**src/rtl/ahb_apb_bridge.sv**
```systemverilog
// AHB-Lite to APB bridge: AHB slave front end, APB setup/enable controller and
// read-data pass-through for three peripherals at a fixed address map.
module ahb_apb_bridge (
    input  logic        hclk,
    input  logic        hresetn,
    input  logic        hwrite,
    input  logic        hready_in,
    input  logic [1:0]  htrans,
    input  logic [31:0] haddr,
    input  logic [31:0] hwdata,
    input  logic [31:0] pr_data,
    output logic        hready_out,
    output logic [1:0]  hresp,
    output logic [31:0] hr_data,
    output logic        p_write,
    output logic        p_enable,
    output logic [2:0]  p_selx,
    output logic [31:0] paddr,
    output logic [31:0] pwdata
);

    typedef enum logic [2:0] {
        ST_IDLE,
        ST_WWAIT,
        ST_READ,
        ST_WRITE,
        ST_WRITEP,
        ST_RENABLE,
        ST_WENABLE,
        ST_WENABLEP
    } state_e;

    localparam logic [1:0] HTRANS_NONSEQ = 2'b10;
    localparam logic [1:0] HTRANS_SEQ    = 2'b11;

    function automatic logic [2:0] sel_decode(input logic [31:0] addr);
        if (addr >= 32'h8000_0000 && addr < 32'h8400_0000)
            return 3'b001;
        else if (addr >= 32'h8400_0000 && addr < 32'h8800_0000)
            return 3'b010;
        else if (addr >= 32'h8800_0000 && addr < 32'h8C00_0000)
            return 3'b100;
        else
            return 3'b000;
    endfunction

    state_e      state_q, state_d;
    logic        hready_out_q, hready_out_d;
    logic [2:0]  p_selx_q, p_selx_d;
    logic        p_enable_q, p_enable_d;
    logic        p_write_q, p_write_d;
    logic [31:0] paddr_q, paddr_d;
    logic [31:0] pwdata_q, pwdata_d;
    logic [31:0] haddr1_q, haddr1_d;
    logic [31:0] haddr2_q, haddr2_d;
    logic [31:0] hwdata1_q, hwdata1_d;
    logic        hwrite_reg_q, hwrite_reg_d;

    logic        valid;
    logic [31:0] wr_addr;
    logic [31:0] wr_data;

    always_comb begin
        valid = hready_in
                && (htrans == HTRANS_NONSEQ || htrans == HTRANS_SEQ)
                && haddr >= 32'h8000_0000 && haddr < 32'h8C00_0000;
    end

    // A write issued from WENABLEP belongs to the pipelined second transfer,
    // so it takes the older address/data pair; otherwise data is live on the bus.
    always_comb begin
        wr_addr = (state_q == ST_WENABLEP) ? haddr2_q  : haddr1_q;
        wr_data = (state_q == ST_WENABLEP) ? hwdata1_q : hwdata;
    end

    always_comb begin
        haddr1_d     = haddr1_q;
        haddr2_d     = haddr2_q;
        hwdata1_d    = hwdata1_q;
        hwrite_reg_d = hwrite_reg_q;
        if (hready_in) begin
            haddr1_d     = haddr;
            haddr2_d     = haddr1_q;
            hwdata1_d    = hwdata;
            hwrite_reg_d = hwrite;
        end
    end

    always_comb begin
        state_d = state_q;
        case (state_q)
            ST_IDLE: begin
                if (valid && hwrite)
                    state_d = ST_WWAIT;
                else if (valid)
                    state_d = ST_READ;
            end
            ST_WWAIT:  state_d = valid ? ST_WRITEP : ST_WRITE;
            ST_READ:   state_d = ST_RENABLE;
            ST_WRITE:  state_d = valid ? ST_WENABLEP : ST_WENABLE;
            ST_WRITEP: state_d = ST_WENABLEP;
            ST_RENABLE, ST_WENABLE: begin
                if (valid && !hwrite)
                    state_d = ST_READ;
                else if (valid)
                    state_d = ST_WWAIT;
                else
                    state_d = ST_IDLE;
            end
            ST_WENABLEP: begin
                if (!hwrite_reg_q)
                    state_d = ST_READ;
                else if (valid)
                    state_d = ST_WRITEP;
                else
                    state_d = ST_WRITE;
            end
            default: state_d = ST_IDLE;
        endcase
    end

    // APB outputs are a function of the state being entered, so they change
    // on the same edge as the state register.
    always_comb begin
        hready_out_d = hready_out_q;
        p_selx_d     = p_selx_q;
        p_enable_d   = p_enable_q;
        p_write_d    = p_write_q;
        paddr_d      = paddr_q;
        pwdata_d     = pwdata_q;
        case (state_d)
            ST_IDLE, ST_WWAIT: begin
                p_selx_d     = 3'b000;
                p_enable_d   = 1'b0;
                hready_out_d = 1'b1;
            end
            ST_READ: begin
                p_selx_d     = sel_decode(haddr);
                paddr_d      = haddr;
                p_write_d    = 1'b0;
                p_enable_d   = 1'b0;
                hready_out_d = 1'b0;
            end
            ST_WRITE, ST_WRITEP: begin
                p_selx_d     = sel_decode(wr_addr);
                paddr_d      = wr_addr;
                pwdata_d     = wr_data;
                p_write_d    = 1'b1;
                p_enable_d   = 1'b0;
                hready_out_d = (state_d == ST_WRITE);
            end
            ST_RENABLE, ST_WENABLE, ST_WENABLEP: begin
                p_enable_d   = 1'b1;
                hready_out_d = 1'b1;
            end
            default: begin
                p_selx_d     = 3'b000;
                p_enable_d   = 1'b0;
                hready_out_d = 1'b1;
            end
        endcase
    end

    always_ff @(posedge hclk or negedge hresetn) begin
        if (!hresetn) begin
            state_q      <= ST_IDLE;
            hready_out_q <= 1'b1;
            p_selx_q     <= 3'b000;
            p_enable_q   <= 1'b0;
            p_write_q    <= 1'b0;
            paddr_q      <= 32'h0;
            pwdata_q     <= 32'h0;
            haddr1_q     <= 32'h0;
            haddr2_q     <= 32'h0;
            hwdata1_q    <= 32'h0;
            hwrite_reg_q <= 1'b0;
        end else begin
            state_q      <= state_d;
            hready_out_q <= hready_out_d;
            p_selx_q     <= p_selx_d;
            p_enable_q   <= p_enable_d;
            p_write_q    <= p_write_d;
            paddr_q      <= paddr_d;
            pwdata_q     <= pwdata_d;
            haddr1_q     <= haddr1_d;
            haddr2_q     <= haddr2_d;
            hwdata1_q    <= hwdata1_d;
            hwrite_reg_q <= hwrite_reg_d;
        end
    end

    assign hready_out = hready_out_q;
    assign p_selx     = p_selx_q;
    assign p_enable   = p_enable_q;
    assign p_write    = p_write_q;
    assign paddr      = paddr_q;
    assign pwdata     = pwdata_q;
    assign hresp      = 2'b00;
    assign hr_data    = pr_data;

endmodule

```
**config.mk**
```make
export PLATFORM = sky130hd
export DESIGN_NAME = ahb_apb_bridge
export DESIGN_NICKNAME = d
export VERILOG_FILES = /design/src/rtl/ahb_apb_bridge.sv
export SDC_FILE = /design/constraint.sdc
export NUM_CORES = 1
export LEC_CHECK = 0
export BUFFER_PORTS_ARGS = -buffer_cell sky130_fd_sc_hd__buf_4
export CAP_MARGIN = 20
export CELL_PAD_IN_SITES_DETAIL_PLACEMENT = 0
export CELL_PAD_IN_SITES_GLOBAL_PLACEMENT = 1
export CORE_MARGIN = 2
export CORE_UTILIZATION = 41
export DETAILED_ROUTE_END_ITERATION = 8
export PLACE_DENSITY_LB_ADDON = 0.12
export SETUP_SLACK_MARGIN = 0.5
export SLEW_MARGIN = 10
export SYNTH_ARGS = -nofsm -noshare
export SYNTH_HDL_FRONTEND = slang
export SYNTH_SLANG_ARGS = --single-unit
```
**constraint.sdc**
```tcl
create_clock -name hclk -period 2.6 [get_ports hclk]
set_clock_uncertainty 0.15 [all_clocks]
set_input_delay 0.52 -clock hclk [delete_from_list [all_inputs] [get_ports hclk]]
set_output_delay 0.52 -clock hclk [all_outputs]
set_load 0.02 [all_outputs]
```
==> impl_metrics.xml, run 1 <==
<?xml version="1.0" encoding="UTF-8"?>
<metrics>
  <group name="status">
    <metric name="status" unit="">completed</metric>
  </group>
  <group name="yosys">
    <metric name="synth_simple_gate_area_share" unit="%">10.5</metric>
    <metric name="mux_share_of_post_synthesis_cell_area" unit="%">15.2</metric>
    <metric name="synth-seq-area-share" unit="%">56.5</metric>
    <metric name="postSynth.topFlopCell" unit="">sky130_fd_sc_hd__dfrtp_1</metric>
    <metric name="syn_inst" unit="">668</metric>
    <metric name="ys_top_cells_by_area" unit="">sky130_fd_sc_hd__dfrtp_1 (56%), sky130_fd_sc_hd__mux2_2 (15%), sky130_fd_sc_hd__nand2_1 (6.5%)</metric>
    <metric name="synth_edf_count" unit="">0</metric>
    <metric name="post-synth-top-area-cell" unit="">sky130_fd_sc_hd__dfrtp_1</metric>
    <metric name="ff_latch_count_synth" unit="">170</metric>
    <metric name="synth-compound-area-share" unit="%">11.6</metric>
    <metric name="synth_top_cell_area_share" unit="%">56.1</metric>
    <metric name="synth.cell_area" unit="sq mm">0.00753</metric>
    <metric name="yosys_warnings" unit="">0</metric>
    <metric name="yosysMostFrequentCell" unit="">sky130_fd_sc_hd__dfrtp_1</metric>
    <metric name="postSynthAreaPerCell" unit="sq um">11.3</metric>
    <metric name="synth_fa_ha_area_share" unit="%">0</metric>
    <metric name="post_synth_top_cells" unit="">sky130_fd_sc_hd__dfrtp_1 (169), sky130_fd_sc_hd__nand2_1 (130), sky130_fd_sc_hd__mux2_2 (100), sky130_fd_sc_hd__clkbuf_1 (38), sky130_fd_sc_hd__nor2_1 (38)</metric>
    <metric name="synthArstFlopShare" unit="%">100</metric>
    <metric name="dominant_combinational_cell_family_by_area_after_synthesis" unit="">multiplexers</metric>
    <metric name="synth-xor-area-share" unit="%">0</metric>
    <metric name="netlist-cell-type-count" unit="">40</metric>
  </group>
  <group name="route">
    <metric name="wl_per_cell" unit="microns">18.0</metric>
    <metric name="drt_first_iter_violations" unit="">241</metric>
    <metric name="routed-wl-met3" unit="microns">1050</metric>
    <metric name="dr.pass1.iters" unit="">4</metric>
    <metric name="totalWireLength" unit="microns">18300</metric>
    <metric name="vias_per_cell" unit="">5.40</metric>
    <metric name="top_layer" unit="">met4</metric>
    <metric name="routed-via-count" unit="">5492</metric>
    <metric name="drc" unit="">0</metric>
    <metric name="final_antenna_net_count" unit="">0</metric>
    <metric name="met2_wirelength" unit="microns">8740</metric>
    <metric name="met1Wirelength" unit="microns">8030</metric>
  </group>
  <group name="setup_path">
    <metric name="critical_path.cell_chain" unit="">buf_4, nor4b_4, buf_4, a41oi_2, or3_1, buf_4, a221o_1</metric>
    <metric name="crit_required" unit="ps">2760</metric>
    <metric name="setup.worst_path.start_class" unit="">primary input</metric>
    <metric name="regToRegEndpoint" unit="">paddr[22]$_DFFE_PN0P_</metric>
    <metric name="reg2reg_depth" unit="">5</metric>
    <metric name="worst_path_most_repeated_cell" unit="">sky130_fd_sc_hd__buf_4</metric>
    <metric name="critPathTopFamily" unit="">simple AND/OR/NAND/NOR gates</metric>
    <metric name="critical_path_arrival" unit="ps">2220</metric>
    <metric name="cp_max_fo" unit="">15</metric>
    <metric name="crit_path_top_delay_cell" unit="">sky130_fd_sc_hd__or3_1</metric>
    <metric name="worstPathBufferInverterCount" unit="">3</metric>
    <metric name="crit_cells" unit="">7</metric>
    <metric name="critPathKind" unit="">primary input to flop</metric>
    <metric name="worst_reg_to_reg_setup_slack" unit="ps">580</metric>
    <metric name="worstReg2RegStart" unit="">state_q[0]$_DFF_PN0_</metric>
    <metric name="setup.worst_path.end_class" unit="">flop</metric>
    <metric name="critPathMaxStageDelay" unit="ps">400</metric>
  </group>
  <group name="clocking">
    <metric name="htree_num_levels" unit="">4</metric>
    <metric name="clock_tree_from_tritoncts" unit="">done</metric>
    <metric name="cts_inserted_buffers" unit="">17</metric>
    <metric name="clk_path_buf_depth" unit="">2</metric>
    <metric name="clock_sink_count" unit="">170</metric>
    <metric name="clock_slew_seen_by_the_registers_of_the_worst_setup_and_hold_paths" unit="ps">60</metric>
    <metric name="clk-insertion-delay-late" unit="ps">430</metric>
    <metric name="clock-root-buffer" unit="">sky130_fd_sc_hd__clkbuf_16</metric>
  </group>
  <group name="min_path">
    <metric name="timing.hold.worst.class" unit="">primary input to flop</metric>
    <metric name="timing.hold.worst_endpoint" unit="">paddr[17]$_DFFE_PN0P_</metric>
    <metric name="hold_start" unit="">haddr[17]</metric>
    <metric name="holdPathStages" unit="">2</metric>
  </group>
  <group name="placement">
    <metric name="place.port_buffers" unit="">138</metric>
    <metric name="place_worst_setup_slack" unit="ps">85.0</metric>
    <metric name="dp.final_hpwl" unit="microns">11600</metric>
    <metric name="place_congestion" unit="">0.795</metric>
  </group>
  <group name="pwr">
    <metric name="power.share.sequential" unit="%">36.2</metric>
    <metric name="pint" unit="W">0.00689</metric>
    <metric name="power.combinational.fraction" unit="%">38.2</metric>
    <metric name="power_density" unit="mW/mm^2">1130</metric>
    <metric name="total_switching_power" unit="W">0.00376</metric>
    <metric name="leakage" unit="nW">4.16</metric>
    <metric name="clock_power_share" unit="%">25.6</metric>
    <metric name="vdd.ir_drop.worst" unit="mV">0.618</metric>
    <metric name="power_switching_share" unit="%">35.3</metric>
  </group>
  <group name="sta">
    <metric name="worst_slew_pin_slew" unit="ps">566</metric>
    <metric name="fmax_achieved" unit="MHz">486</metric>
    <metric name="final.setup.tns" unit="ps">0</metric>
    <metric name="worst_slew_margin_rel" unit="%">62.2</metric>
    <metric name="slew_viol_final" unit="">0</metric>
    <metric name="timing.final.crit_share" unit="%">79.2</metric>
    <metric name="rsz0062_at_grt" unit="">false</metric>
    <metric name="timing_hold_violations_final" unit="">0</metric>
    <metric name="final_period_minus_worst_setup_slack" unit="ps">2060</metric>
    <metric name="setup_viol" unit="">0</metric>
    <metric name="final_critical_path_setup_slack" unit="ps">542</metric>
  </group>
  <group name="grt">
    <metric name="track_usage" unit="%">19.2</metric>
    <metric name="global_route_wire_length_before_repair" unit="microns">29900</metric>
    <metric name="grt_antenna_before_repair" unit="">1</metric>
    <metric name="grt_pass1_vias" unit="">5798</metric>
    <metric name="grt_max_degree" unit="">98</metric>
    <metric name="globalRoute.totalOverflow" unit="">0</metric>
  </group>
  <group name="floorplanning">
    <metric name="pin_count" unit="">206</metric>
    <metric name="die-area" unit="sq mm">0.0195</metric>
    <metric name="initial_utilization" unit="%">41.8</metric>
    <metric name="die_x" unit="microns">140</metric>
    <metric name="rows" unit="">49</metric>
    <metric name="floorplan.die.height" unit="microns">140</metric>
    <metric name="fp.coreArea" unit="sq mm">0.0180</metric>
  </group>
  <group name="run">
    <metric name="cap_viol_max_count" unit="">0</metric>
  </group>
  <group name="layout">
    <metric name="post_route_cells_drive_above_1_share" unit="%">39.5</metric>
    <metric name="area.growth.synth_to_final" unit="%">24.7</metric>
    <metric name="num-nets-final" unit="">877</metric>
  </group>
</metrics>
-- power by group through the flow --
stage                     Sequential, W  Combinational (W)  Clock (W)
after floorplan                 0.00440            0.00191          0
after global placement          0.00387            0.00388          0
after detailed placement        0.00390            0.00398          0
after CTS                       0.00387            0.00404    0.00279
after global routing            0.00395            0.00441    0.00291
final                           0.00386            0.00406    0.00273
-- worst register-to-register path, stage by stage (launching register included) --
cell	delay, ps
sky130_fd_sc_hd__dfrtp_1	440
sky130_fd_sc_hd__nor2b_2	230
sky130_fd_sc_hd__a41oi_2	130
sky130_fd_sc_hd__or3_1	400
sky130_fd_sc_hd__buf_4	230
sky130_fd_sc_hd__a221o_1	330
-- worst max path at each step --
| stage | endpoint | startpoint | slack (ps) |
|---|---|---|---|
| 2_1_floorplan | paddr[10]$_DFFE_PN0P_ | haddr[29] | 180 |
| 6_report | paddr[22]$_DFFE_PN0P_ | haddr[29] | 540 |
| 5_1_grt | paddr[29]$_DFFE_PN0P_ | haddr[29] | 500 |
| 4_1_cts | p_selx[0]$_DFFE_PN0P_ | state_q[2]$_DFF_PN0_ | 490 |
| 3_3_place_gp | paddr[21]$_DFFE_PN0P_ | haddr[29] | 120 |
| 3_5_place_dp | paddr[0]$_DFFE_PN0P_ | haddr[29] | 90 |
-- cell type report --
type                    count  area [sq um]
clock buffers              20           467
inverters                   2          7.51
repair buffers            167          1320
well taps                 229           287
flip-flops and latches    170          4260
clock inverters            11           169
multi-input cells         417          2880
fillers                  1621          8630
diodes                      1          2.50
-- routing by layer --
layer	up-vias	track usage [%]
li1	2534	-
met1	2775	24.7
met2	145	31.1
met3	38	5.47
met4	0	7.42
met5	-	0
-- stage by stage --
step	hold slack, ps	power (W)	cell area [sq um]	utilization, %	cells
final	177	0.0106	9390	52.1	1017
after global routing	164	0.0113	9390	52.1	1016
after CTS	161	0.0107	9340	51.8	1012
after detailed placement	345	0.00788	8670	48.1	979
after global placement	320	0.00775	8670	48.1	979
after floorplan	74.4	0.00630	7560	-	669
-- cell usage in the layout, fill, tap and decap left out, types with 3 or more instances in the layout --
| cell type | count |
|---|---|
| sky130_fd_sc_hd__dfrtp_1 | 167 |
| sky130_fd_sc_hd__buf_4 | 156 |
| sky130_fd_sc_hd__nand2_1 | 130 |
| sky130_fd_sc_hd__mux2_2 | 100 |
| sky130_fd_sc_hd__nor2_1 | 38 |
| sky130_fd_sc_hd__a31oi_1 | 33 |
| sky130_fd_sc_hd__a21oi_1 | 32 |
| sky130_fd_sc_hd__a221o_1 | 30 |
| sky130_fd_sc_hd__clkbuf_16 | 17 |
| sky130_fd_sc_hd__a41oi_1 | 5 |
| sky130_fd_sc_hd__buf_6 | 5 |
| sky130_fd_sc_hd__nand3_1 | 4 |
| sky130_fd_sc_hd__a21boi_0 | 4 |
| sky130_fd_sc_hd__bufinv_16 | 4 |
| sky130_fd_sc_hd__buf_12 | 4 |
| sky130_fd_sc_hd__o21ai_1 | 3 |
| sky130_fd_sc_hd__clkinv_2 | 3 |
| sky130_fd_sc_hd__clkinv_4 | 3 |
| sky130_fd_sc_hd__clkbuf_8 | 3 |
-- repair_timing --
action / 4_1_cts / 5_1_grt
resized for setup: 3 / 8
setup buffers: 0 / 4
hold buffers: 1 / 0
pin swaps: 1 / 1
cloned: 1 / 0
setup endpoints to repair: 21 / 58
endpoints found under the hold margin: 52 / 0
-- cells by family (layout without fill, tap and decap cells) --
family                 after synthesis  in the layout
and+or+nand+nor                    190            190
DFF                                170            170
AOI/OAI and AO/OA                  123            123
muxes                              102            102
buffers and inverters               82            200
other                                1              3
-- registers in the layout, summed over array words and instances, names as in the netlist --
signal        count
hwdata1_q        32
paddr            32
haddr2_q         32
hready_out        1
state_q           3
p_selx            3
p_write           1
hwrite_reg_q      1
p_enable          1
haddr1_q         32
pwdata           32
No activity file was read; power rests on OpenSTA's default activity.
==> run 2: changes to the inputs <==
- ABC_AREA: unset -> 1
- CORE_UTILIZATION: 41 -> 36
- clock period: 2.6 -> 1.7 ns (I/O delays scaled with it)
==> run 2 against run 1 <==
  * The run now ends with setup timing left
  * Worst setup slack worse by 960 ps
  * Non-clock buffer count grew 151
  * Combinational power rose to 3.6 times the previous value
  * Clock power is 45% higher
  * Critical endpoint is now paddr[27]$_DFFE_PN0P_
  * Sequential power increased by 54%
==> impl_metrics.xml, run 2 <==
<?xml version="1.0" encoding="UTF-8"?>
<metrics>
  <group name="layout">
    <metric name="final_common_cell" unit="">sky130_fd_sc_hd__nand2_1</metric>
    <metric name="antennaDiodeCount" unit="">0</metric>
    <metric name="area.growth.synth_to_final" unit="%">54.6</metric>
    <metric name="final_cell_area" unit="sq mm">0.0124</metric>
    <metric name="most-common-layout-cells" unit="">sky130_fd_sc_hd__nand2_1 (188), sky130_fd_sc_hd__dfrtp_1 (166), sky130_fd_sc_hd__buf_4 (163), sky130_fd_sc_hd__inv_1 (104), sky130_fd_sc_hd__buf_6 (84)</metric>
    <metric name="post_route_cells_drive_above_1_share" unit="%">41.8</metric>
    <metric name="filler_cells_inserted" unit="">1979</metric>
    <metric name="num-nets-final" unit="">1270</metric>
  </group>
  <group name="min_path">
    <metric name="holdPathStages" unit="">2</metric>
    <metric name="timing.hold.worst.class" unit="">primary input to flop</metric>
  </group>
  <group name="sta">
    <metric name="final_critical_path_setup_slack" unit="ps">-416</metric>
    <metric name="timing.final.crit_share" unit="%">124</metric>
    <metric name="setup_viol" unit="">69</metric>
    <metric name="fmax_achieved" unit="MHz">473</metric>
    <metric name="rsz0062_at_grt" unit="">true</metric>
    <metric name="slew_viol_final" unit="">0</metric>
    <metric name="final_period_minus_worst_setup_slack" unit="ps">2120</metric>
    <metric name="timing_hold_violations_final" unit="">0</metric>
  </group>
  <group name="clocking">
    <metric name="clk-insertion-delay-late" unit="ps">420</metric>
    <metric name="clk_path_buf_depth" unit="">2</metric>
    <metric name="clock-root-buffer" unit="">sky130_fd_sc_hd__clkbuf_16</metric>
    <metric name="cts_inserted_buffers" unit="">17</metric>
    <metric name="clock_slew_seen_by_the_registers_of_the_worst_setup_and_hold_paths" unit="ps">70</metric>
    <metric name="htree_num_levels" unit="">4</metric>
    <metric name="clock_sink_count" unit="">170</metric>
    <metric name="clock_tree_from_tritoncts" unit="">done</metric>
  </group>
  <group name="placement">
    <metric name="placed_area" unit="sq mm">0.00955</metric>
    <metric name="place.port_buffers" unit="">138</metric>
    <metric name="dp.final_hpwl" unit="microns">12600</metric>
    <metric name="place_congestion" unit="">0.839</metric>
  </group>
  <group name="setup_path">
    <metric name="reg2reg_depth" unit="">16</metric>
    <metric name="critPathMaxStageDelay" unit="ps">480</metric>
    <metric name="cp_max_fo" unit="">10</metric>
    <metric name="critical_path.cell_chain" unit="">nand2_4, nor2_4, nand2_4, inv_2, nand2_2, nand2_2, nor2_2, nand2_1, nand2_2, nand3_2, nand2_2, nor2_4, nand2_4, clkbuf_16, nand2_1, nand2_1</metric>
    <metric name="crit_path_top_delay_cell" unit="">sky130_fd_sc_hd__dfrtp_2</metric>
    <metric name="setup.worst_path.end_class" unit="">flop</metric>
    <metric name="setup.worst_path.start_class" unit="">flop</metric>
    <metric name="critPathKind" unit="">flop to flop</metric>
    <metric name="worst_path_most_repeated_cell" unit="">sky130_fd_sc_hd__nand2_2</metric>
    <metric name="critical_path_arrival" unit="ps">2280</metric>
    <metric name="crit_required" unit="ps">1870</metric>
  </group>
  <group name="yosys">
    <metric name="ff_latch_count_synth" unit="">170</metric>
    <metric name="synth_edf_count" unit="">0</metric>
    <metric name="synth_top_cell_area_share" unit="%">52.7</metric>
    <metric name="syn_inst" unit="">913</metric>
    <metric name="ys_top_cells_by_area" unit="">sky130_fd_sc_hd__dfrtp_1 (53%), sky130_fd_sc_hd__nand2_1 (11%), sky130_fd_sc_hd__inv_1 (5.2%)</metric>
    <metric name="synthArstFlopShare" unit="%">100</metric>
    <metric name="netlist-cell-type-count" unit="">26</metric>
    <metric name="post-synth-top-area-cell" unit="">sky130_fd_sc_hd__dfrtp_1</metric>
    <metric name="postSynthAreaPerCell" unit="sq um">8.80</metric>
    <metric name="postSynth.topFlopCell" unit="">sky130_fd_sc_hd__dfrtp_1</metric>
    <metric name="yosysMostFrequentCell" unit="">sky130_fd_sc_hd__nand2_1</metric>
    <metric name="post_synth_top_cells" unit="">sky130_fd_sc_hd__nand2_1 (228), sky130_fd_sc_hd__dfrtp_1 (169), sky130_fd_sc_hd__inv_1 (111), sky130_fd_sc_hd__nor2_1 (81), sky130_fd_sc_hd__o21ai_0 (67)</metric>
    <metric name="synth.cell_area" unit="sq mm">0.00803</metric>
    <metric name="yosys_warnings" unit="">0</metric>
    <metric name="synth-seq-area-share" unit="%">53.0</metric>
  </group>
  <group name="status">
    <metric name="status" unit="">complete, but fails checks</metric>
    <metric name="violations_in_the_final_reports" unit="">setup timing</metric>
  </group>
  <group name="route">
    <metric name="drc" unit="">0</metric>
    <metric name="totalWireLength" unit="microns">23500</metric>
    <metric name="final_antenna_net_count" unit="">0</metric>
    <metric name="routed-via-count" unit="">6896</metric>
    <metric name="vias_per_cell" unit="">4.72</metric>
    <metric name="drt_first_iter_violations" unit="">342</metric>
    <metric name="dr.pass1.iters" unit="">4</metric>
    <metric name="wl_per_cell" unit="microns">16.1</metric>
  </group>
  <group name="pwr">
    <metric name="totalPowerFinal" unit="W">0.0246</metric>
    <metric name="power.combinational.fraction" unit="%">59.8</metric>
    <metric name="power.share.sequential" unit="%">24.1</metric>
    <metric name="power_switching_share" unit="%">39.2</metric>
    <metric name="leakage" unit="nW">5.97</metric>
    <metric name="vdd.ir_drop.worst" unit="mV">0.979</metric>
    <metric name="pint" unit="W">0.0150</metric>
    <metric name="total_switching_power" unit="W">0.00966</metric>
    <metric name="power_density" unit="mW/mm^2">1980</metric>
    <metric name="clock_power_share" unit="%">16.1</metric>
  </group>
  <group name="grt">
    <metric name="global_route_wire_length_before_repair" unit="microns">36600</metric>
    <metric name="grt_pass1_vias" unit="">6909</metric>
    <metric name="track_usage" unit="%">19.4</metric>
    <metric name="grt_antenna_before_repair" unit="">0</metric>
    <metric name="grt_max_degree" unit="">73</metric>
    <metric name="globalRoute.totalOverflow" unit="">0</metric>
  </group>
  <group name="run">
    <metric name="cap_viol_max_count" unit="">0</metric>
  </group>
  <group name="floorplanning">
    <metric name="rows" unit="">54</metric>
    <metric name="pin_count" unit="">206</metric>
    <metric name="fp.coreArea" unit="sq mm">0.0219</metric>
    <metric name="die_x" unit="microns">153</metric>
    <metric name="die-area" unit="sq mm">0.0235</metric>
    <metric name="floorplan.die.height" unit="microns">153</metric>
    <metric name="initial_utilization" unit="%">36.7</metric>
  </group>
</metrics>
[run 2: cell types whose count changed in the layout (fill, tap and decap cells not counted), sizes merged, moves of 7 or more]
cell         previous run  this run
a41oi                   7         0
dlygate4sd3             1        28
mux2                  100        32
o21ai                   6        67
nand2                 130       233
o22ai                   0        29
nor2                   38        85
a221o                  30         0
inv                     2       116
nand3                   5        23
buf                   165       282
[run 2: logic make-up (layout without fill, tap and decap cells)]
kind of cell	Yosys count	in the layout	share of synthesized area, %
AOI/OAI and AO/OA	168	168	13.6
buffers and inverters	196	463	11.4
DFF	170	170	53.0
muxes	32	32	4.49
other	1	2	0.0467
and+or+nand+nor	346	346	17.5
[run 2: critical path, delay by kind of cell, from the launching register on]
kind,cells,cell delay (ps)
flip-flops,1,480
AND/OR/NAND/NOR,14,1100
buffers and inverters,2,250
[run 2: metal layers]
metal / part of all wire (%) / routed length [microns] / GRT usage [%]
met2: 47 / 11000 / 31.4
met5: 0 / 0 / 0
met4: 2.1 / 500 / 6.55
met1: 47 / 10900 / 26.5
met3: 4.6 / 1070 / 3.37
[run 2: path summary, 6_finish.rpt]
| path | start | slack [ps] | endpoint |
|---|---|---|---|
| worst max-delay path | state_q[0]$_DFF_PN0_ | -420 | paddr[27]$_DFFE_PN0P_ |
| worst min-delay path | hwdata[4] | 10 | hwdata1_q[4]$_DFFE_PN0P_ |
| worst max register to register | state_q[0]$_DFF_PN0_ | -420 | paddr[27]$_DFFE_PN0P_ |
| worst min register to register | paddr[20]$_DFFE_PN0P_ | 350 | paddr[20]$_DFFE_PN0P_ |
| max in group asynchronous | hresetn | 740 | state_q[1]$_DFF_PN0_ |
| min in group asynchronous | hresetn | 320 | hwdata1_q[13]$_DFFE_PN0P_ |
[run 2: area by class of cell]
| type | count | area (sq um) | area share, % |
|---|---|---|---|
| clock buffer | 20 | 457 | 3.68 |
| clock inverter | 12 | 138 | 1.11 |
| inverter | 113 | 439 | 3.54 |
| multi-input combinational | 548 | 3330 | 26.8 |
| sequential | 170 | 4260 | 34.3 |
| tap | 280 | 350 | 2.82 |
| timing repair buffer | 318 | 3440 | 27.7 |
[run 2: timing repair]
item                       in CTS  in global routing
hold buffers                   27                  1
gates resized for setup       155                 99
hold endpoints to repair      195                  1
setup buffers                  45                 32
cloned                         12                  6
pin swaps                       3                 40
setup endpoints to repair     222                144
[run 2: power by group through the flow]
stage	registers [W]	clock network [W]	logic, W
after CTS	0.00588	0.00404	0.0122
after global routing	0.00607	0.00421	0.0158
final	0.00595	0.00396	0.0147
after detailed placement	0.00580	0	0.00924
after floorplan	0.00662	0	0.00502
after global placement	0.00580	0	0.00918
[run 2: through the flow]
step / setup WS, ps / hold WS (ps) / util, % / setup TNS, ps / instances
after detailed placement: -623 / 206 / 43.6 / -33590 / 1306
final: -416 / 11.1 / 56.7 / -17270 / 1461
after floorplan: -301 / -106 / - / -10310 / 914
after CTS: -363 / 0.129 / 53.3 / -12970 / 1422
after global routing: -553 / 3.24 / 56.7 / -23730 / 1461
after global placement: -579 / 211 / 43.6 / -31670 / 1306
